[src/rtl/fpro_mmio_arbiter.sv]
// Two-master round-robin arbiter in front of the FPro MMIO bus.
// Each granted request becomes one single-cycle cs/wr/rd strobe followed by an ack pulse.
module fpro_mmio_arbiter #(
    parameter int ADDR_W = 21,
    parameter int DATA_W = 32
) (
    input  logic              clk,
    input  logic              reset,
    input  logic              m0_req,
    input  logic              m0_wr,
    input  logic [ADDR_W-1:0] m0_addr,
    input  logic [DATA_W-1:0] m0_wr_data,
    output logic [DATA_W-1:0] m0_rd_data,
    output logic              m0_ack,
    input  logic              m1_req,
    input  logic              m1_wr,
    input  logic [ADDR_W-1:0] m1_addr,
    input  logic [DATA_W-1:0] m1_wr_data,
    output logic [DATA_W-1:0] m1_rd_data,
    output logic              m1_ack,
    output logic              mmio_cs,
    output logic              mmio_wr,
    output logic              mmio_rd,
    output logic [ADDR_W-1:0] mmio_addr,
    output logic [DATA_W-1:0] mmio_wr_data,
    input  logic [DATA_W-1:0] mmio_rd_data,
    output logic              busy,
    output logic              gnt_id
);

    typedef enum logic [1:0] {
        IDLE,
        ISSUE,
        ACK
    } state_t;

    state_t            state;
    state_t            state_next;
    logic              last;
    logic              win_valid;
    logic              win_id;
    logic              win_wr;
    logic [ADDR_W-1:0] win_addr;
    logic [DATA_W-1:0] win_wr_data;

    // Under contention the master that did not own the previous transaction wins.
    always_comb begin
        win_valid = m0_req | m1_req;
        if (m0_req && m1_req) begin
            win_id = ~last;
        end else begin
            win_id = m1_req;
        end
        win_wr      = win_id ? m1_wr      : m0_wr;
        win_addr    = win_id ? m1_addr    : m0_addr;
        win_wr_data = win_id ? m1_wr_data : m0_wr_data;
    end

    always_ff @(posedge clk or posedge reset) begin
        if (reset) begin
            state <= IDLE;
        end else begin
            state <= state_next;
        end
    end

    always_comb begin
        state_next = state;
        case (state)
            IDLE:    if (win_valid) state_next = ISSUE;
            ISSUE:   state_next = ACK;
            ACK:     state_next = IDLE;
            default: state_next = IDLE;
        endcase
    end

    always_comb begin
        busy = (state != IDLE);
    end

    // Strobes and acks are registered one state ahead so they line up with ISSUE and ACK.
    always_ff @(posedge clk or posedge reset) begin
        if (reset) begin
            mmio_cs      <= 1'b0;
            mmio_wr      <= 1'b0;
            mmio_rd      <= 1'b0;
            mmio_addr    <= '0;
            mmio_wr_data <= '0;
            m0_ack       <= 1'b0;
            m1_ack       <= 1'b0;
            m0_rd_data   <= '0;
            m1_rd_data   <= '0;
            gnt_id       <= 1'b0;
            last         <= 1'b1;
        end else begin
            mmio_cs <= 1'b0;
            mmio_wr <= 1'b0;
            mmio_rd <= 1'b0;
            m0_ack  <= 1'b0;
            m1_ack  <= 1'b0;
            case (state)
                IDLE: begin
                    if (win_valid) begin
                        mmio_cs      <= 1'b1;
                        mmio_wr      <= win_wr;
                        mmio_rd      <= ~win_wr;
                        mmio_addr    <= win_addr;
                        mmio_wr_data <= win_wr_data;
                        gnt_id       <= win_id;
                    end
                end
                ISSUE: begin
                    if (gnt_id) begin
                        m1_ack <= 1'b1;
                        if (mmio_rd) m1_rd_data <= mmio_rd_data;
                    end else begin
                        m0_ack <= 1'b1;
                        if (mmio_rd) m0_rd_data <= mmio_rd_data;
                    end
                end
                ACK: begin
                    last <= gnt_id;
                end
                default: ;
            endcase
        end
    end

endmodule

[config.mk]
export PLATFORM = sky130hd
export DESIGN_NAME = fpro_mmio_arbiter
export DESIGN_NICKNAME = d
export VERILOG_FILES = /design/src/rtl/fpro_mmio_arbiter.sv
export SDC_FILE = /design/constraint.sdc
export NUM_CORES = 1
export LEC_CHECK = 0
export CORE_MARGIN = 10
export CORE_UTILIZATION = 41
export CTS_BUF_LIST = sky130_fd_sc_hd__clkbuf_16
export CTS_CLUSTER_SIZE = 24
export DETAILED_ROUTE_END_ITERATION = 8
export GPL_ROUTABILITY_DRIVEN = 0
export PLACE_DENSITY = 0.81
export SLEW_MARGIN = 10
export SYNTH_ARGS = -nofsm -noshare
export SYNTH_HDL_FRONTEND = slang
export SYNTH_SLANG_ARGS = --single-unit
[constraint.sdc]
create_clock -name clk -period 5.3 [get_ports clk]
set_clock_uncertainty 0.1 [all_clocks]
set_input_delay 1.06 -clock clk [delete_from_list [all_inputs] [get_ports clk]]
set_output_delay 1.06 -clock clk [all_outputs]
set_load 0.03 [all_outputs]
==> flow_metrics.py, run 1 <==
metrics = {
    "layout": {
        "area_delta_synth_final_pct": 57.9,
        "drive_gt1_frac": 0.162,
        "stdcell_count": 847,
        "insertedDiodeCount": 0,
        "nets": 803,
    },
    "place": {
        "numPortBuffers": 267,
        "dp_cells": 815,
        "dp_hpwl_um": 13600,
        "pre_cts_ws_ns": 2.05,
    },
    "timing": {
        "period_share": 0.678,
        "setup_violations": 0,
        "relSlewSlack": 0.242,
        "min_period_ns": 3.59,
        "rsz0062_at_grt": "false",
        "tns_ns": 0,
        "max_freq_mhz": 278,
        "final.setup.worst_slack_ns": 1.71,
        "tightestPinTransition_ns": 1.14,
        "hold_violations": 0,
        "timing.hold.ws_ns": 0.397,
        "maxSlewViolCount": 0,
    },
    "global_route": {
        "grt_max_degree": 85,
        "antenna_found_initial": 0,
        "met3_usage": 0.0634,
        "grt_usage": 0.197,
        "grt_pass1_vias": 4889,
        "gr-total-overflow": 0,
        "grt_pass1_wl_um": 28600,
        "met2_usage": 0.332,
        "grt.busiest_layer": "met2",
        "gr-usage-met1": 0.228,
    },
    "route": {
        "drt-initial-drc-count": 315,
        "vias_per_cell": 5.43,
        "wl_per_cell_um": 22.4,
        "wl_um": 19000,
        "drc": 0,
        "first_pass_iters": 4,
        "antenna_left": 0,
        "vias": 4595,
    },
    "critical_path": {
        "reg2reg_slack_ns": 2.27,
        "cpPeakStageDelay_ns": 1.09,
        "rr_endpoint": "m0_rd_data[29]$_DFFE_PP0P_",
        "worst_ep_arrival_time_ns": 2.43,
        "r2r_cells": 3,
        "cp_slowest_cell": "dfrtp_2",
        "timing.critical_path.to": "busy",
        "required_ns": 4.14,
        "path_max_fanout": 56,
        "timing.rr.start": "state[0]$_DFFE_PP0P_",
        "critPathLaunchType": "flop",
        "cp_top_family": "flip-flops",
        "crit_chain": "nor2_2 > inv_1 > clkdlybuf4s50_1",
        "crit_buf_inv": 2,
        "end_kind": "primary output",
        "cp_num_cells": 3,
        "crit_type": "reg2out",
        "crit_path_start": "state[0]$_DFFE_PP0P_",
    },
    "yosys": {
        "netlist_area_mm2": 0.00559,
        "syn_nets": 553,
        "synth_area_per_cell_um2": 13.7,
        "synth_cells": 409,
        "ys_ff_latch": 126,
        "synth.distinct_cells": 29,
        "yosys_warnings": 0,
        "yosysSeqAreaShare": 0.565,
    },
    "floorplanning": {
        "core_area_mm2": 0.0133,
        "rows": 42,
        "die_area_mm2": 0.0187,
        "die_h_um": 137,
        "io_pins": 268,
        "die_x_um": 137,
        "start_util": 0.420,
    },
    "status": {
        "outcome": "finished, final reports clean",
    },
    "clocking": {
        "cts_root_buf": "clkbuf_16",
        "cts_resized": 0,
        "cts_tree": "done",
        "clock_tree.buffer_depth": 2,
        "htree_num_levels": 4,
        "cts.sinks": 126,
        "post-cts-setup-buffer-count": 0,
        "worstSkewPairLatency_ns": 0.41,
        "clk_pin_slew_ns": 0.05,
        "cts_buffers": 17,
        "cts_hold_buf": 0,
    },
    "worst_hold_path": {
        "min_path_type": "reg2reg",
    },
    "power_and_ir_drop": {
        "p_per_area_mw_per_mm2": 690,
        "irDropWorstVdd_mv": 0.352,
        "cellLeakagePower_nw": 3.58,
    },
    "run": {
        "max-cap-violations": 0,
    },
}
==> cells by family (layout without fill, tap and decap cells) <==
group	after synthesis	after routing	synth area share
flip-flops	126	126	0.565
AO/OA/AOI/OAI	110	110	0.186
AND/OR/NAND/NOR	63	63	0.0484
buffers and inverters	44	306	0.0479
multiplexers	66	66	0.153
==> power by group <==
part	total [W]	internal, W	switching [W]
sequential	0.00188	0.00145	0.000430
combinational	0.00315	0.00151	0.00164
clock	0.00105	0.000632	0.000419
total	0.00608	0.00359	0.00249
==> layout by cell type, fill, tap and decap left out, types with 2 or more instances in the layout <==
cell type,count
clkinv_4,3
clkinvlp_4,3
nor2b_1,2
nand2_1,53
buf_4,3
dfrtp_2,2
mux2_1,2
and2_1,2
a2111oi_0,5
clkdlybuf4s50_1,267
mux2_4,30
a2111oi_1,47
clkinv_2,5
clkbuf_16,17
inv_1,4
dfrtp_1,123
mux2_2,33
a2bb2oi_1,53
==> sequential cells by signal (all words and copies together), names as in the netlist <==
register / count
last: 1
mmio_wr_data: 32
mmio_rd: 1
mmio_wr: 1
m1_rd_data: 32
mmio_cs: 1
m1_ack: 1
m0_rd_data: 32
mmio_addr: 21
state: 2
m0_ack: 1
gnt_id: 1
==> synth_stat cells (all sizes together) <==
master | number | area [um^2]
nand3 | 1 | 10.0
dfrtp | 125 | 3130
mux2i | 1 | 10.0
nor2b | 3 | 26.3
a21boi | 1 | 18.8
nor2 | 3 | 13.8
a21bo | 1 | 10.0
dfstp | 1 | 26.3
and3b | 1 | 8.76
mux2 | 65 | 845
a22o | 1 | 8.76
clkinv | 1 | 8.76
clkbuf | 15 | 62.6
nand2 | 53 | 199
inv | 3 | 11.3
and2 | 2 | 12.5
o21ai | 1 | 8.76
buf | 25 | 185
a2111oi | 53 | 529
a2bb2oi | 53 | 464
==> layer usage <==
metal	wire length [um]	up-vias
li1	-	2082
met1	7410	2287
met2	9700	201
met3	1500	25
met4	405	0
met5	0	-
==> worst min-delay path by stage <==
stage / start / to / slack [ns] / depth (start not counted)
2_1_floorplan: state[1]$_DFFE_PP0P_ / state[1]$_DFFE_PP0P_ / 0.36 / 1
6_report: m1_rd_data[29]$_DFFE_PP0P_ / m1_rd_data[29]$_DFFE_PP0P_ / 0.40 / 1
5_1_grt: m1_rd_data[29]$_DFFE_PP0P_ / m1_rd_data[29]$_DFFE_PP0P_ / 0.40 / 1
4_1_cts: m1_rd_data[29]$_DFFE_PP0P_ / m1_rd_data[29]$_DFFE_PP0P_ / 0.40 / 1
3_5_place_dp: m1_rd_data[29]$_DFFE_PP0P_ / m1_rd_data[29]$_DFFE_PP0P_ / 0.39 / 1
3_3_place_gp: m1_rd_data[29]$_DFFE_PP0P_ / m1_rd_data[29]$_DFFE_PP0P_ / 0.38 / 1
==> worst register-to-register path, delay by kind of cell, from the launching register on <==
kind / cells / cell delay [ns]
muxes: 1 / 0.43
DFF: 1 / 1.09
and+or+nand+nor: 2 / 1.30
==> layout make-up <==
cell class	count	area, um^2
clock buffer	17	425
timing repair buffer	271	2720
tap	176	220
fill	1005	4480
clock inverter	14	106
sequential	126	3160
multi-input combinational	239	2170
inverter	4	22.5
==> through the flow <==
stage | instance area (um^2) | utilization | power (W)
finish | 8820 | 0.663 | 0.00608
global route | 8820 | 0.663 | 0.00635
global placement | 8270 | 0.622 | 0.00497
floorplan | 5590 | - | 0.00370
CTS | 8800 | 0.662 | 0.00614
detailed placement | 8270 | 0.622 | 0.00506
Power figures use the tool's default switching activity.
==> run 2, diff against run 1 <==
==> constraint.sdc (replaced) <==
create_clock -name clk -period 3.4 [get_ports clk]
set_clock_uncertainty 0.1 [all_clocks]
set_input_delay 0.68 -clock clk [delete_from_list [all_inputs] [get_ports clk]]
set_output_delay 0.68 -clock clk [all_outputs]
set_load 0.03 [all_outputs]
==> run 2 against run 1 <==
Final cell count increased by 0.12%. Global-route usage grew 0.42 points. Register-to-register slack worse by 1.3 ns. Non-clock buffer count grew 4. Clock power increased by 65%. Combinational power grew 62%. Power is 58% higher. Critical path depth unchanged. Critical endpoint unchanged.
==> flow_metrics.py, run 2 (synthesized netlist as in run 1, its figures left out) <==
metrics = {
    "global_route": {
        "antenna_found_initial": 0,
        "grt_max_degree": 91,
        "grt_pass1_wl_um": 29300,
        "gr-total-overflow": 0,
        "grt_pass1_vias": 5025,
        "grt_usage": 0.201,
    },
    "floorplanning": {
        "core_area_mm2": 0.0133,
        "die_h_um": 137,
        "io_pins": 268,
        "start_util": 0.420,
        "die_area_mm2": 0.0187,
        "rows": 42,
        "die_x_um": 137,
    },
    "timing": {
        "rsz0062_at_grt": "false",
        "tightestPinTransition_ns": 0.871,
        "tns_ns": 0,
        "hold_violations": 0,
        "max_freq_mhz": 363,
        "maxSlewViolCount": 0,
        "min_period_ns": 2.75,
        "setup_violations": 0,
        "period_share": 0.810,
        "relSlewSlack": 0.419,
        "timing.hold.ws_ns": 0.402,
    },
    "power_and_ir_drop": {
        "power_w": 0.00961,
        "cellLeakagePower_nw": 3.60,
        "irDropWorstVdd_mv": 0.552,
        "p_per_area_mw_per_mm2": 1080,
    },
    "clocking": {
        "htree_num_levels": 4,
        "cts.sinks": 126,
        "clock_tree.buffer_depth": 2,
        "cts_buffers": 17,
        "clk_pin_slew_ns": 0.05,
        "cts_hold_buf": 0,
        "post-cts-setup-buffer-count": 0,
        "cts_tree": "done",
        "cts_resized": 0,
        "worstSkewPairLatency_ns": 0.41,
        "cts_root_buf": "clkbuf_16",
    },
    "layout": {
        "drive_gt1_frac": 0.161,
        "final_area_mm2": 0.00887,
        "top_regs": "m0_rd_data (32), m1_rd_data (32), mmio_wr_data (32)",
        "mostFrequentLayoutCell": "clkdlybuf4s50_1",
        "n_fill_cell": 966,
        "nets": 807,
        "insertedDiodeCount": 0,
        "final_cell_mix": "clkdlybuf4s50_1, dfrtp_1, nand2_1, a2bb2oi_1, a2111oi_1",
        "area_delta_synth_final_pct": 58.8,
    },
    "place": {
        "dpl_cell_area_mm2": 0.00832,
        "numPortBuffers": 267,
        "dp_hpwl_um": 13800,
    },
    "status": {
        "outcome": "finished, final reports clean",
    },
    "route": {
        "vias_per_cell": 5.36,
        "vias": 4543,
        "wl_um": 19100,
        "wl_per_cell_um": 22.5,
        "first_pass_iters": 4,
        "antenna_left": 0,
        "drt-initial-drc-count": 221,
        "drc": 0,
    },
    "critical_path": {
        "path_max_fanout": 21,
        "end_kind": "primary output",
        "required_ns": 2.62,
        "critPathLaunchType": "flop",
        "worst_ep_arrival_time_ns": 1.97,
        "crit_type": "reg2out",
    },
    "run": {
        "max-cap-violations": 0,
    },
    "worst_hold_path": {
        "min_path_type": "reg2reg",
    },
}
[run 2: changes by cell type in the layout (fill, tap and decap cells not counted)]
cell	delta
clkinv_4	-2
clkinv_2	-4
inv_4	-1
clkinv_1	+3
bufinv_16	+2
inv_1	-1
buf_4	+4
[run 2: layout make-up]
type	count	area, um^2	area share
Multi-Input combinational cell	239	2170	0.245
Clock inverter	11	129	0.0145
Inverter	4	23.8	0.00268
Tap cell	176	220	0.0248
Sequential cell	126	3160	0.356
Timing Repair Buffer	275	2750	0.309
Clock buffer	17	425	0.0479
[run 2: critical path: stages (launching register included)]
cell and delay, ns:
dfrtp_2 0.65, nor2_2 0.14, inv_1 0.09, clkdlybuf4s50_1 0.67
[run 2: report_power, final]
group | switching (W) | total (W) | internal (W)
logic | 0.00272 | 0.00509 | 0.00237
registers | 0.000530 | 0.00279 | 0.00226
clock network | 0.000614 | 0.00173 | 0.00112
total | 0.00387 | 0.00961 | 0.00575
[run 2: final timing paths]
kind | start | endpoint | slack [ns] | cells after the start
max | state[1]$_DFFE_PP0P_ | busy | 0.65 | 3
min | m1_rd_data[9]$_DFFE_PP0P_ | m1_rd_data[9]$_DFFE_PP0P_ | 0.40 | 1
max reg2reg | state[0]$_DFFE_PP0P_ | m0_rd_data[6]$_DFFE_PP0P_ | 1.01 | 4
min reg2reg | m1_rd_data[9]$_DFFE_PP0P_ | m1_rd_data[9]$_DFFE_PP0P_ | 0.40 | 1
max in group asynchronous | reset | state[0]$_DFFE_PP0P_ | 2.14 | 3
min in group asynchronous | reset | m0_rd_data[3]$_DFFE_PP0P_ | 0.66 | 3
[run 2: per-stage QoR]
| step | worst slack, ns | utilization | instances |
|---|---|---|---|
| finish | 0.648 | 0.667 | 848 |
| global route | 0.543 | 0.667 | 848 |
| CTS | 0.634 | 0.667 | 848 |
| detailed placement | 0.723 | 0.626 | 820 |
| global placement | 0.858 | 0.626 | 820 |
| floorplan | 1.07 | - | 409 |
[run 2: layer usage]
metal	up-vias	track usage	share of wire
li1	2059	-	-
met1	2227	0.238	0.40
met2	226	0.337	0.50
met3	31	0.0583	0.078
met4	0	0.0757	0.023
met5	-	0	0
